==> src/rtl/midi_uart_rx_if.sv <==
// midi_uart_rx_if
//   Bundles the serial MIDI input line and the parsed-event outputs of
//   midi_uart_rx so the receiver and its consumer share one port.
// Signals
//   midi_rx_in      serial MIDI line, idle high (driven by the line side)
//   midi_event      last complete message {status, d1, d2}
//   event_valid_out 1-cycle pulse in the cycle midi_event updates
//   framing_err_out 1-cycle pulse when a stop bit samples low
//   rx_state        receiver FSM state, for observation only
// Modports
//   master  receiver side (drives the event outputs)
//   slave   line/consumer side (drives midi_rx_in)
// Handshake: there is no back-pressure. event_valid_out qualifies
//   midi_event for exactly one cycle; the consumer must take it then.
//   midi_event stays stable between pulses.
interface midi_uart_rx_if #(
    parameter int MIDI_BYTES = 24
);
    logic                  midi_rx_in;
    logic [MIDI_BYTES-1:0] midi_event;
    logic                  event_valid_out;
    logic                  framing_err_out;
    logic [2:0]            rx_state;

    modport master (
        input  midi_rx_in,
        output midi_event,
        output event_valid_out,
        output framing_err_out,
        output rx_state
    );

    modport slave (
        output midi_rx_in,
        input  midi_event,
        input  event_valid_out,
        input  framing_err_out,
        input  rx_state
    );
endinterface

==> src/rtl/midi_uart_rx.sv <==
// midi_uart_rx
//   Serial MIDI front end. Synchronises the MIDI IN line, receives 8N1 bytes
//   at CLKS_PER_BIT clocks per bit, and assembles channel messages into a
//   24-bit event word {status, d1, d2}. Handles running status, real-time
//   bytes interleaved inside messages, SysEx skipping and note-on velocity 0
//   (remapped to note-off).
// Ports
//   clk_in   system clock
//   rst_in   synchronous active-high reset
//   bus      midi_uart_rx_if.master: midi_rx_in in; midi_event,
//            event_valid_out, framing_err_out, rx_state out
// Configuration
//   MIDI_OMNI_EN defined: every channel accepted, status low nibble forced
//   to 0 on output. Undefined: only MIDI_CHANNEL completes messages, and
//   emitted status keeps its real nibble.
module midi_uart_rx #(
    parameter int         CLKS_PER_BIT = 3146,
    parameter logic [3:0] MIDI_CHANNEL = 4'd0
) (
    input  logic              clk_in,
    input  logic              rst_in,
    midi_uart_rx_if.master    bus
);
    localparam int CW = $clog2(CLKS_PER_BIT);
    localparam logic [CW-1:0] HALF_CNT = CW'(CLKS_PER_BIT / 2);
    localparam logic [CW-1:0] LAST_CNT = CW'(CLKS_PER_BIT - 1);

    typedef enum logic [2:0] {
        WAIT_HIGH = 3'd0,
        IDLE      = 3'd1,
        START     = 3'd2,
        DATA      = 3'd3,
        STOP      = 3'd4
    } rx_state_t;

    logic            sync1_q, sync1_d;
    logic            rx_s_q, rx_s_d;
    rx_state_t       state_q, state_d;
    logic [CW-1:0]   cnt_q, cnt_d;
    logic [2:0]      idx_q, idx_d;
    logic [7:0]      shift_q, shift_d;
    logic            ferr_q, ferr_d;
    logic [7:0]      rs_q, rs_d;      // running status, 0 = none
    logic            dcnt_q, dcnt_d;  // data bytes held for current message
    logic [7:0]      d1_q, d1_d;
    logic [23:0]     event_q, event_d;
    logic            valid_q, valid_d;

    logic            byte_valid;
    logic            one_data;
    logic            chan_ok;
    logic [7:0]      msg_d1, msg_d2, msg_st;

    always_comb begin
        sync1_d  = bus.midi_rx_in;
        rx_s_d   = sync1_q;
        state_d  = state_q;
        cnt_d    = cnt_q;
        idx_d    = idx_q;
        shift_d  = shift_q;
        ferr_d   = 1'b0;
        rs_d     = rs_q;
        dcnt_d   = dcnt_q;
        d1_d     = d1_q;
        event_d  = event_q;
        valid_d  = 1'b0;
        byte_valid = 1'b0;
        one_data = (rs_q[7:4] == 4'hC) || (rs_q[7:4] == 4'hD);
        msg_d1   = 8'h00;
        msg_d2   = 8'h00;
        msg_st   = rs_q;
`ifdef MIDI_OMNI_EN
        chan_ok  = 1'b1;
`else
        chan_ok  = (rs_q[3:0] == MIDI_CHANNEL);
`endif

        // Receiver
        case (state_q)
            WAIT_HIGH: if (rx_s_q) state_d = IDLE;
            IDLE: begin
                if (!rx_s_q) begin
                    state_d = START;
                    cnt_d   = '0;
                end
            end
            START: begin
                // Mid-start-bit check rejects short glitches on the line.
                if (cnt_q == HALF_CNT) begin
                    cnt_d   = '0;
                    idx_d   = 3'd0;
                    state_d = rx_s_q ? IDLE : DATA;
                end else begin
                    cnt_d = cnt_q + 1'b1;
                end
            end
            DATA: begin
                if (cnt_q == LAST_CNT) begin
                    cnt_d   = '0;
                    shift_d = {rx_s_q, shift_q[7:1]};  // LSB first
                    idx_d   = idx_q + 1'b1;
                    if (idx_q == 3'd7) state_d = STOP;
                end else begin
                    cnt_d = cnt_q + 1'b1;
                end
            end
            STOP: begin
                if (cnt_q == LAST_CNT) begin
                    cnt_d = '0;
                    if (rx_s_q) begin
                        byte_valid = 1'b1;
                        state_d    = IDLE;
                    end else begin
                        ferr_d  = 1'b1;
                        state_d = WAIT_HIGH;
                    end
                end else begin
                    cnt_d = cnt_q + 1'b1;
                end
            end
            default: state_d = WAIT_HIGH;
        endcase

        // Parser: the received byte is shift_q in the byte_valid cycle.
        if (byte_valid) begin
            if (shift_q >= 8'hF8) begin
                // real-time: leaves the message in progress untouched
            end else if (shift_q >= 8'hF0) begin
                rs_d   = 8'h00;
                dcnt_d = 1'b0;
            end else if (shift_q[7]) begin
                rs_d   = shift_q;
                dcnt_d = 1'b0;
            end else if (rs_q != 8'h00) begin
                if (!dcnt_q && !one_data) begin
                    d1_d   = shift_q;
                    dcnt_d = 1'b1;
                end else begin
                    dcnt_d = 1'b0;
                    msg_d1 = one_data ? shift_q : d1_q;
                    msg_d2 = one_data ? 8'h00   : shift_q;
                    if (rs_q[7:4] == 4'h9 && msg_d2 == 8'h00) msg_st[7:4] = 4'h8;
`ifdef MIDI_OMNI_EN
                    msg_st[3:0] = 4'h0;
`endif
                    if (chan_ok) begin
                        event_d = {msg_st, msg_d1, msg_d2};
                        valid_d = 1'b1;
                    end
                end
            end
        end
    end

    always_ff @(posedge clk_in) begin
        if (rst_in) begin
            sync1_q <= 1'b1;
            rx_s_q  <= 1'b1;
            state_q <= WAIT_HIGH;
            cnt_q   <= '0;
            idx_q   <= 3'd0;
            shift_q <= 8'h00;
            ferr_q  <= 1'b0;
            rs_q    <= 8'h00;
            dcnt_q  <= 1'b0;
            d1_q    <= 8'h00;
            event_q <= 24'h0;
            valid_q <= 1'b0;
        end else begin
            sync1_q <= sync1_d;
            rx_s_q  <= rx_s_d;
            state_q <= state_d;
            cnt_q   <= cnt_d;
            idx_q   <= idx_d;
            shift_q <= shift_d;
            ferr_q  <= ferr_d;
            rs_q    <= rs_d;
            dcnt_q  <= dcnt_d;
            d1_q    <= d1_d;
            event_q <= event_d;
            valid_q <= valid_d;
        end
    end

    assign bus.midi_event      = event_q;
    assign bus.event_valid_out = valid_q;
    assign bus.framing_err_out = ferr_q;
    assign bus.rx_state        = state_q;
endmodule

==> src/flat_wrapper.sv <==
// flat-port wrapper written by rule: the top's interface ports become plain ports
module midi_uart_rx_flat 
#(
    parameter int         CLKS_PER_BIT = 3146,
    parameter logic [3:0] MIDI_CHANNEL = 4'd0
)
  (clk_in, rst_in, bus_midi_rx_in, bus_midi_event, bus_event_valid_out, bus_framing_err_out, bus_rx_state);
  midi_uart_rx_if bus_i ();
  input  logic clk_in;
  input  logic rst_in;
  input wire logic [$bits(bus_i.midi_rx_in)-1:0] bus_midi_rx_in;
  output wire logic [$bits(bus_i.midi_event)-1:0] bus_midi_event;
  output wire logic [$bits(bus_i.event_valid_out)-1:0] bus_event_valid_out;
  output wire logic [$bits(bus_i.framing_err_out)-1:0] bus_framing_err_out;
  output wire logic [$bits(bus_i.rx_state)-1:0] bus_rx_state;
  assign bus_i.midi_rx_in = bus_midi_rx_in;
  assign bus_midi_event = bus_i.midi_event;
  assign bus_event_valid_out = bus_i.event_valid_out;
  assign bus_framing_err_out = bus_i.framing_err_out;
  assign bus_rx_state = bus_i.rx_state;
  midi_uart_rx #(.CLKS_PER_BIT(CLKS_PER_BIT), .MIDI_CHANNEL(MIDI_CHANNEL)) u_core (.clk_in(clk_in), .rst_in(rst_in), .bus(bus_i));
endmodule
==> config.mk <==
export PLATFORM = sky130hd
export DESIGN_NAME = midi_uart_rx_flat
export DESIGN_NICKNAME = d
export VERILOG_FILES = /design/src/rtl/midi_uart_rx_if.sv /design/src/rtl/midi_uart_rx.sv /design/src/flat_wrapper.sv
export SDC_FILE = /design/constraint.sdc
export NUM_CORES = 1
export LEC_CHECK = 0
export ABC_CLOCK_PERIOD_IN_PS = 3500
export BUFFER_PORTS_ARGS = -buffer_cell sky130_fd_sc_hd__buf_2
export CELL_PAD_IN_SITES_DETAIL_PLACEMENT = 1
export CELL_PAD_IN_SITES_GLOBAL_PLACEMENT = 2
export CORE_ASPECT_RATIO = 0.75
export CORE_MARGIN = 1.5
export CORE_UTILIZATION = 36
export DETAILED_ROUTE_END_ITERATION = 16
export GPL_TIMING_DRIVEN = 1
export PLACE_DENSITY = 0.87
export SLEW_MARGIN = 20
export SYNTH_ARGS = -nofsm -noshare
export SYNTH_HDL_FRONTEND = slang
export SYNTH_SLANG_ARGS = --single-unit
==> constraint.sdc <==
create_clock -name clk_in -period 3.5 [get_ports clk_in]
set_clock_uncertainty 0.1 [all_clocks]
set_input_delay 0 -clock clk_in [delete_from_list [all_inputs] [get_ports clk_in]]
set_output_delay 0 -clock clk_in [all_outputs]
set_load 0.03 [all_outputs]
After elaboration in Yosys (flattened, before gate mapping):

Index checks and enable logic that the tools add are counted.

* register bits after elaboration: 70
* input bits: 3
* logic and storage cells: 94

* $add $sub $neg: 2
* magnitude comparators: 2
* equality and inequality tests: 16
* mux-type cells: 30
* bitwise logic cells: 8
* reduce and logical (&&, ||, !) cells: 24

Operator list (count)
* $mux 12: 3
* $pmux 12 s3: 1
* $mux 3: 8
* $mux 8: 3
* $ge 8x8->1 const B: 2
* $pmux 3 s5: 1
* $add 12x1->12 const B: 1
* $eq 12x11->1 const B: 1
* $eq 12x12->1 const B: 1
* $eq 4x4->1 const B: 3
* $reduce_and 6->1: 2
* $mux 1: 10
* $ne 2x1->1 const B: 5
* $reduce_and 3->1: 3
* $logic_not 8->1: 1
* $not 1->1: 8
* $reduce_bool 8->1: 1
* $mux 7: 1
* $reduce_and 7->1: 1
* $reduce_or 7->1: 1
* $eq 3x2->1 const B: 2
* $eq 3x3->1 const B: 2
* $pmux 3 s2: 1
* $reduce_bool 3->1: 2
* other kinds (14): 18

Longest topological paths before layout:

* depth in word-level cells: 8
* depth in mapped cells: 8
* gate-level depth less buffers: 7

Least setup slack after synthesis:

OpenSTA, ideal clock, no wires.

* path type: register to register
* start: register u_core.state_q[2], in the netlist u_core.bus.rx_state[2]
* end: register u_core.event_q[23], in the netlist u_core.bus.midi_event[23]
* library setup time: 0.128 ns
* data arrival time: 2.335 ns
* slack: 0.937 ns
* stages on the path, launching flop included: 7
* period minus slack after synthesis: 2.563 ns
* path through: dfxtp_1 or3b_4 or4_4 nor4_4 buf_6 mux2i_1 nor2_1

* cells in the longest elaborated chain, start to end: 3

RTL lines
* start, declared: RTL line midi_uart_rx.sv:38 `rx_state_t state_q, state_d;`
* start signal, assigned: RTL line midi_uart_rx.sv:172 `state_q <= state_d;`
* $eq 3x3->1: RTL line midi_uart_rx.sv:79 `case (state_q)`
* $mux 1: RTL line midi_uart_rx.sv:79
* $reduce_and 7->1 (no line)
* end signal, assigned: RTL line midi_uart_rx.sv:180 `event_q <= event_d;`
* end, declared: RTL line midi_uart_rx.sv:46 `logic [23:0] event_q, event_d;`

Every way passes these cells.
A chain may end at the register's enable or synchronous reset.

Worst setup path after layout:

* start: register u_core.cnt_q[0]
* end: register u_core.cnt_q[2]

* cells in the longest elaborated chain, start to end: 3
* elaborated cells between the ends (all ways): 6
* classes of those cells: 1 x add/sub; 2 x eq/ne; 3 x mux

RTL lines
* start, declared: RTL line midi_uart_rx.sv:39 `logic [CW-1:0] cnt_q, cnt_d;`
* start signal, assigned: RTL line midi_uart_rx.sv:173 `cnt_q <= cnt_d;`
* $add 12x1->12 (tied with other cells): RTL line midi_uart_rx.sv:94, midi_uart_rx.sv:104, midi_uart_rx.sv:118
* $mux 12 (on tied branches): RTL line midi_uart_rx.sv:98, midi_uart_rx.sv:108, midi_uart_rx.sv:89
* $pmux 12 s3 (*): RTL line midi_uart_rx.sv:79

Mark *: on every way between the ends. The rest lies on a longest branch, timed or not.

==> impl_metrics.env <==
export IMPL_rsz0062_at_grt="no"
export IMPL_ys_seq_area_share_pct=46.33
export IMPL_wl_um=6953
export IMPL_synth_cell_types=49
export IMPL_antenna_cells=0
export IMPL_die_h_um=81.82
export IMPL_finalSetupTns_ps=0
export IMPL_critPathCaptureType="flop"
export IMPL_cts_buffers=9
export IMPL_setup_viol=0
export IMPL_worst_slew_pin_slew_ps=758.2
export IMPL_cts_tree="done"
export IMPL_grt_pass1_wl_um=11470
export IMPL_power_density_mw_per_mm2=547.0
export IMPL_clk_pin_slew_ps=70
export IMPL_drt_iter0_drc=71
export IMPL_clockBufferDepth=2
export IMPL_worstPathMaxFanout=8
export IMPL_timing_worst_setup_path_type="reg2reg"
export IMPL_vias=2387
export IMPL_fin_area_mm2=0.003471
export IMPL_post_place_ws_ps=720.4
export IMPL_rows=28
export IMPL_grt_overflow_total=0
export IMPL_outcome="complete, no violations"
export IMPL_async_reset_ff_share_pct=0
export IMPL_critPathArrivalTime_ps=2930
export IMPL_grt_max_degree=35
export IMPL_wl_per_cell_um=15.28
export IMPL_setup_slack_ps=710.3
export IMPL_yosys_warnings=0
export IMPL_final_nets=352
export IMPL_top_level_ports=32
export IMPL_synthesis_nets=326
export IMPL_place_area_mm2=0.003179
export IMPL_io_buffers=30
export IMPL_finalCriticalPeriod_ps=2790
export IMPL_p_leak_nw=1.393
export IMPL_cts_resized=0
export IMPL_syn_cell_area_mm2=0.002982
export IMPL_cp_start_kind="flop"
export IMPL_slew_viol_final=0
export IMPL_antenna_found_initial=0
export IMPL_drc=0
export IMPL_max_freq_mhz=358.5
export IMPL_ant_nets=0
export IMPL_post_route_period_util_pct=79.71
export IMPL_synth_seq_cells=69
export IMPL_synthCells=319
export IMPL_grt_pass1_vias=2373
export IMPL_avgViaCountPerCell=5.246
export IMPL_avgSynthCellArea_um2=9.347
export IMPL_grt_usage_pct=16.93
export IMPL_die_area_mm2=0.008843
export IMPL_fp_dieW_um=108.1
export IMPL_synth_edf_count=0
export IMPL_cap_violations=0
export IMPL_required_ps=3640
export IMPL_htreeDepth=3
export IMPL_maxSlewHeadroom_pct=49.30
export IMPL_first_pass_iters=4
export IMPL_final_layout_size_suffix_gt1_share_pct=18.57
export IMPL_synth_ff_type="dfxtp_1"
export IMPL_cts_root_buf="clkbuf_8"
export IMPL_peakVddDrop_mv=0.1807
export IMPL_place_congestion=0.7763
export IMPL_syn_to_final_growth_pct=16.41
export IMPL_finalHoldViolCount=0
export IMPL_core_area_mm2=0.007953
export IMPL_hpwl_um=4672
export IMPL_cts_num_sinks=69
export IMPL_clk_latency_ps=350
export IMPL_worstHoldPathType="in2reg"
export IMPL_start_util_pct=37.49
export IMPL_post_cts_buffers=0
export IMPL_nFillCells=926
==> cell type report <==
class	count	area [um^2]	area share [%]
clock inverter	6	133.9	3.857
sequential	69	1381	39.80
timing repair buffer	35	192.7	5.552
tap	105	131.4	3.785
multi-input combinational	223	1468	42.29
clock buffer	10	137.6	3.965
inverter	7	26.28	0.7570
==> worst paths after layout <==
kind / start / endpoint / cells after the start / slack [ps]
max: u_core.cnt_q[0] / u_core.cnt_q[2] / 7 / 710
min: bus_midi_rx_in / u_core.rx_s_d / 3 / 290
max reg2reg: u_core.cnt_q[0] / u_core.cnt_q[2] / 7 / 710
min reg2reg: u_core.rx_s_d / u_core.rx_s_q / 1 / 310
==> registers in the layout, indices dropped and copies added (netlist names) <==
| register | flops |
|---|---|
| u_core.bus.rx_state | 3 |
| u_core.cnt_q | 12 |
| u_core.rx_s_q | 1 |
| u_core.idx_q | 3 |
| u_core.bus.midi_event | 23 |
| u_core.dcnt_q | 1 |
| u_core.shift_q | 8 |
| u_core.d1_q | 7 |
| u_core.bus.framing_err_out | 1 |
| u_core.rs_q | 8 |
| u_core.bus.event_valid_out | 1 |
| u_core.rx_s_d | 1 |
==> stage by stage <==
stage	instances	util (%)	hold WS [ps]	total power, mW
CTS	455	43.64	284.9	1.926
finish	455	43.64	293.5	1.899
detailed placement	437	39.98	106.0	1.049
floorplan	319	-	3.811	0.9901
global placement	437	39.98	88.58	1.043
global route	455	43.64	305.5	1.976
==> critical path: stages (launching register included) <==
cell and delay, ps:
dfxtp_1 410, ha_1 170, or4b_1 530, nor4_1 420, o22ai_1 310, o21bai_1 460
buf_4 230, nor2_1 50
==> synth_stat cells (2+ instances only) <==
cell type  count  area share, %
nand2b_1       8            1.7
nor2_1        31            3.9
a31oi_1        2           0.42
and3_1         6            1.3
nand3_1       10            1.7
or4b_2         2           0.67
or2_2          2           0.42
buf_6          3            1.1
a21o_1         2           0.50
o21ai_0       10            1.7
nand3b_1       2           0.50
nor3_1         2           0.34
nand2_1       25            3.1
dfxtp_1       69             46
xor2_1         8            2.4
buf_2          4           0.67
or4_1          2           0.50
xnor2_1        2           0.59
inv_1          7           0.88
o22ai_1        2           0.42
or3_1          3           0.63
and2_1         6            1.3
nor2b_1        8            1.7
a22o_1         7            2.1
o31ai_1        2           0.50
nor4_1         5            1.0
nand4b_1       3           0.88
mux2i_1       18            6.0
a211oi_2       7            2.9
a21oi_1       22            3.7
clkbuf_1      11            1.4
ha_1           4            1.7
nand4_1        7            1.5
o31a_1         2           0.59
==> cells by family (layout without fill, tap and decap cells) <==
family	count (synthesis)	in the layout	share of synthesized area, %
and+or+nand+nor	129	129	24.26
DFF	69	69	46.33
AOI/OAI and AO/OA	61	61	14.18
buffers and inverters	27	58	4.448
muxes	18	18	6.043
xor gates and xnor gates	10	10	2.938
adders and majority gates	4	4	1.679
other	1	1	0.1258
==> layout by cell type, fill, tap and decap left out, drive strengths merged, types with 6 or more instances in the layout <==
master  count
nand2b      8
a21oi      22
nor2       31
dfxtp      69
xor2        8
and3        6
clkbuf     10
mux2i      18
nand2      25
nor2b       8
a22o        7
and2        6
a211oi      7
buf        33
nand4       7
inv         7
nor4        6
o21ai      10
nand3      10
==> where the power goes <==
group | total (mW) | switching, mW | leakage, nW | internal (mW)
registers | 0.835 | 0.0336 | 0.557 | 0.802
logic | 0.198 | 0.131 | 0.699 | 0.0672
clock network | 0.865 | 0.301 | 0.136 | 0.565
total | 1.90 | 0.465 | 1.39 | 1.43
==> layer usage <==
layer	vias to the layer above	GRT usage, %	share of wire (%)
li1	1177	-	-
met1	1147	21.34	48
met2	50	27.53	45
met3	13	4.603	4.9
met4	0	7.105	1.8
met5	-	0	0
==> what timing repair did <==
action / in CTS / in global routing
setup endpoints to repair: 0 / 0
hold buffers: 2 / 0
endpoints found under the hold margin: 8 / 0
Note: power is estimated with default switching activity, not from simulation.
